--- src/rtl/ex_mem_latch.sv ---
// ---------------------------------------------------------------------------
// ex_mem_latch -- EX/MEM pipeline register.
//
// Captures the ALU result, flags, destination/control bits and store data of
// the instruction leaving EX, applies stall (en=0) and flush, and turns a
// signed-overflow trap into a squashed instruction that still occupies MEM
// with its exception flag raised. It also exports the MEM-stage forwarding
// view and keeps a count of valid instructions captured.
//
// Ports:
//   CLK, nRST                 clock (rising edge), async active-low reset
//   en, flush                 advance enable / squash (flush wins)
//   ex_valid                  EX holds a real instruction
//   ex_out, ex_negative,
//   ex_overflow, ex_zero      ALU result and flags
//   ex_ovf_trap_en            instruction traps on signed overflow
//   ex_wsel, ex_regwen,
//   ex_memren, ex_memwen      destination and controls
//   ex_store_data             forwarded rt value for stores
//   mem_*                     latched instruction state
//   ovf_exception             MEM instruction trapped on overflow
//   fwd_en/fwd_wsel/fwd_data  forwardable ALU result in MEM
//   load_pending              MEM holds a load to a nonzero register
//   captured_count            valid instructions captured (wraps)
// ---------------------------------------------------------------------------
module ex_mem_latch #(
    parameter int WORD_W = 32,
    parameter int REG_W  = 5,
    parameter int CNT_W  = 32
) (
    input  logic              CLK,
    input  logic              nRST,
    input  logic              en,
    input  logic              flush,
    input  logic              ex_valid,
    input  logic [WORD_W-1:0] ex_out,
    input  logic              ex_negative,
    input  logic              ex_overflow,
    input  logic              ex_zero,
    input  logic              ex_ovf_trap_en,
    input  logic [REG_W-1:0]  ex_wsel,
    input  logic              ex_regwen,
    input  logic              ex_memren,
    input  logic              ex_memwen,
    input  logic [WORD_W-1:0] ex_store_data,
    output logic              mem_valid,
    output logic [WORD_W-1:0] mem_out,
    output logic              mem_negative,
    output logic              mem_zero,
    output logic [REG_W-1:0]  mem_wsel,
    output logic              mem_regwen,
    output logic              mem_memren,
    output logic              mem_memwen,
    output logic [WORD_W-1:0] mem_store_data,
    output logic              ovf_exception,
    output logic              fwd_en,
    output logic [REG_W-1:0]  fwd_wsel,
    output logic [WORD_W-1:0] fwd_data,
    output logic              load_pending,
    output logic [CNT_W-1:0]  captured_count
);

    // One latched instruction.
    typedef struct packed {
        logic              valid;
        logic [WORD_W-1:0] out;
        logic              negative;
        logic              zero;
        logic [REG_W-1:0]  wsel;
        logic              regwen;
        logic              memren;
        logic              memwen;
        logic [WORD_W-1:0] store_data;
        logic              exc;
    } stage_t;

    localparam logic [CNT_W-1:0] CNT_ONE = 1;

    stage_t           q;
    stage_t           nxt;
    logic             trap;
    logic             ctrl_ok;
    logic [CNT_W-1:0] count;

    // A trapping instruction keeps its slot in MEM (valid, data captured) but
    // loses every side effect; a bubble carries no controls whatever EX drives.
    assign trap    = ex_valid & ex_ovf_trap_en & ex_overflow;
    assign ctrl_ok = ex_valid & ~trap;

    always_comb begin
        nxt            = '0;
        nxt.valid      = ex_valid;
        nxt.out        = ex_out;
        nxt.negative   = ex_negative;
        nxt.zero       = ex_zero;
        nxt.wsel       = ex_wsel;
        nxt.regwen     = ex_regwen & ctrl_ok;
        nxt.memren     = ex_memren & ctrl_ok;
        nxt.memwen     = ex_memwen & ctrl_ok;
        nxt.store_data = ex_store_data;
        nxt.exc        = trap;
    end

    always_ff @(posedge CLK or negedge nRST) begin
        if (!nRST) begin
            q     <= '0;
            count <= '0;
        end else if (flush) begin
            // Squash only the state that causes side effects; data fields
            // hold so the address of the killed instruction stays visible.
            q.valid  <= 1'b0;
            q.regwen <= 1'b0;
            q.memren <= 1'b0;
            q.memwen <= 1'b0;
            q.exc    <= 1'b0;
        end else if (en) begin
            q <= nxt;
            if (ex_valid) count <= count + CNT_ONE;
        end
    end

    assign mem_valid      = q.valid;
    assign mem_out        = q.out;
    assign mem_negative   = q.negative;
    assign mem_zero       = q.zero;
    assign mem_wsel       = q.wsel;
    assign mem_regwen     = q.regwen;
    assign mem_memren     = q.memren;
    assign mem_memwen     = q.memwen;
    assign mem_store_data = q.store_data;
    assign ovf_exception  = q.valid & q.exc;
    assign captured_count = count;

    // Forwarding view is purely from registers; $0 is never a producer.
    assign fwd_en       = q.valid & q.regwen & ~q.memren & (q.wsel != '0);
    assign fwd_wsel     = q.wsel;
    assign fwd_data     = q.out;
    assign load_pending = q.valid & q.regwen & q.memren & (q.wsel != '0);

endmodule
--- config.mk ---
export PLATFORM = sky130hd
export DESIGN_NAME = ex_mem_latch
export DESIGN_NICKNAME = d
export VERILOG_FILES = /design/src/rtl/ex_mem_latch.sv
export SDC_FILE = /design/constraint.sdc
export NUM_CORES = 1
export LEC_CHECK = 0
export CORE_ASPECT_RATIO = 1.4
export CORE_UTILIZATION = 36
export DETAILED_ROUTE_END_ITERATION = 8
export MAX_ROUTING_LAYER = met4
export PLACE_DENSITY_LB_ADDON = 0.25
export SLEW_MARGIN = 20
export SYNTH_ARGS = -nofsm -noshare
export SYNTH_HDL_FRONTEND = slang
export SYNTH_SLANG_ARGS = --single-unit
--- constraint.sdc ---
create_clock -name CLK -period 2.75 [get_ports CLK]
set_clock_uncertainty 0.05 [all_clocks]
set_input_delay 0.55 -clock CLK [delete_from_list [all_inputs] [get_ports CLK]]
set_output_delay 0.55 -clock CLK [all_outputs]
set_load 0.005 [all_outputs]
==> run metrics <==
Routed Antenna Nets=0; worst-margin pin slew=about 0.67 ns; Die X=roughly 100 µm; RD Place Congestion=0.7684; share of cells above drive strength 1=under 10%; vias in the first global route=approximately 4000; Max-slew headroom=a little under three fifths; Setup CP Type=reg -> out; Vias/cell=about 4.4; setup_tns=0 ns; DP Area=roughly 6900 µm²; Congestion Overflow GR=0; Root Driver=clkbuf_16; synthesized area per cell=9.284 µm²; Worst Hold Class=in -> async; first-pass GRT wire length=slightly below 20000 µm; PD cells=between 500 and 600 nW/µm²; Initial Util=approximately 37%; EDFF count, synth=0; worst vdd ir=~0.4 mV; pre-CTS WS=between 0.4 and 0.5 ns; cts hold-fix bufs=0; CTS tree=yes; post-synthesis cell type count=34; Startpoint Class=flip-flop; Maximum Capacitance Violations=0; PortBufs=between 200 and 250; Fmax=between 0.4 and 0.5 GHz; largest net degree at the start of global routing=59; later-pin clock latency in the skew report=~0.34 ns; total chip power=4.233 mW; P_leak=~3.4 nW; Routed WL=around 12000 µm; final routed DRC violation total=0; Final Core Density=roughly half; Register-to-Register Path Depth=4; final hold violations=0; synthesized flop and latch total=between 100 and 150; vias=about 3900; CP arrival=~1.8 ns; async set-reset flop share out of synthesis=100.0%; r2r setup slk=1.06 ns; register area share after synthesis=between 50% and 60%; Core Area=between 10000 and 15000 µm²; most frequent cells in the layout=nand2_1, clkdlybuf4s50_1, dfrtp_1; reg2reg end=captured_count[31]; Max Root-Sink Buffers=2; Ports=approximately 230; final design area excluding fillers=between 7000 and 8000 µm²; H-tree lvl count=3; initial antenna violation count=1; Syn Nets=about 640; DRT iter0 DRCs=78; fin. max-slew vios=0; synthesized cell area=5152 µm²; crit end category=output port; Crit Path Max Fanout=4; hpwl dp=between 9000 and 10000 µm; post-route minimum period=approximately 2.4 ns; Final #Nets=approximately 760; commonest non-fill, non-tap cell in the layout=nand2_1; routed len/inst=approximately 14 µm; FF/Latch Area=approximately 2700 µm²; Worst-path clk slew=about 0.070 ns; Sink Count=roughly 110; DR pass1 iterations=4; setup violators final=0; Post-Syn Instances=~560; RSZ-0062 raised after global routing=no; footprint of the multi-input gates=between 1500 and 2000 µm²; top_reg_cell synth=dfrtp_1; outcome=finished, final reports clean; GRT Util Overall=about 18%; row count=a little over 50; Area growth, synth to finish=40.38%; Final period util=between 80% and 90%; DIE AREA=between 10000 and 15000 µm²; fill count=about 1300; die height=roughly 140 µm; synth warn=0; worst path required time=between 2 and 2.5 ns; final setup slack of the worst path=about 0.39 ns; cts bufs inserted=9; Reg-to-Reg Start=captured_count[15]
## per-stage QoR
| step | instances | hold WS, ns |
|---|---|---|
| 2_1_floorplan | 555 | 0.2044 |
| 3_3_place_gp | 851 | 0.4063 |
| 3_5_place_dp | 851 | 0.4114 |
| 4_1_cts | 867 | 0.2061 |
| 5_1_grt | 871 | 0.2308 |
| 6_report | 871 | 0.1863 |
## worst max-delay path: stages (launching register included)
cell            delay (ns)
dfrtp_1               0.42
or4_1                 0.52
o211ai_1              0.26
nor2_1                0.07
dlymetal6s2s_1        0.15
## metal layers
layer / wire [µm] / track usage, %
met1: 4772 / 19.17
met2: 6458 / 30.35
met3: 671 / 3.599
met4: 408 / 8.154
met5: 0 / -
## cells in the mapped netlist, drive strengths merged, types with 2 or more instances
master | number | area share [%]
nand2 | 226 | 16
buf | 112 | 16
dfrtp | 108 | 52
xnor2 | 25 | 4.2
nand3 | 15 | 1.6
clkbuf | 11 | 0.80
nand4 | 11 | 1.5
nor2 | 10 | 0.73
xor2 | 6 | 1.0
nor3 | 5 | 0.58
a22o | 3 | 0.51
and4 | 3 | 0.51
a21oi | 2 | 0.19
and3 | 2 | 0.24
inv | 2 | 0.15
nand4b | 2 | 0.63
nor4 | 2 | 0.83
## flip-flops by register name, indices dropped and copies added, names as in the netlist, 5 cells and up
name	cells
captured_count	32
fwd_data	32
mem_store_data	32
fwd_wsel	5
## cell families (layout without fill, tap and decap cells)
kind of cell	count (synthesis)	in the layout	share of synthesized area [%]
mux	2	2	0.4128
fa+ha+maj	1	1	0.2428
buf+inv	125	255	17.00
xor+xnor	31	31	5.270
compound gates	6	6	0.8501
simple gates	282	282	23.77
flops	108	108	52.45
other cells	0	1	0
## power breakdown
part | total [mW] | internal, mW | switching [mW] | leakage (nW)
registers | 1.89 | 1.75 | 0.139 | 1.39
clock network | 1.42 | 0.815 | 0.608 | 0.156
logic | 0.917 | 0.591 | 0.326 | 1.84
total | 4.23 | 3.16 | 1.07 | 3.38
## area by class of cell
type	instances	share of cell area [%]
Antenna cell	1	0.03460
Tap cell	185	3.200
Clock buffer	9	3.114
Timing Repair Buffer	237	32.83
Inverter	2	0.1038
Sequential cell	108	37.36
Multi-Input combinational cell	322	21.88
Clock inverter	7	1.470
## worst max path at each step
stage	from	to	slack, ns	cells past startpoint
2_1_floorplan	fwd_wsel[0]	fwd_en	1.00	3
3_3_place_gp	en	captured_count[31]	0.48	6
3_5_place_dp	en	captured_count[31]	0.45	6
4_1_cts	fwd_wsel[0]	fwd_en	0.06	4
5_1_grt	fwd_wsel[3]	fwd_en	0.29	4
6_report	fwd_wsel[3]	fwd_en	0.39	4
## timing repair
action,4_1_cts,5_1_grt
gates resized for setup,0,2
hold endpoints to repair,0,0
setup buffers,0,3
setup endpoints to repair,0,2
No activity file was read; power rests on OpenSTA's default activity.
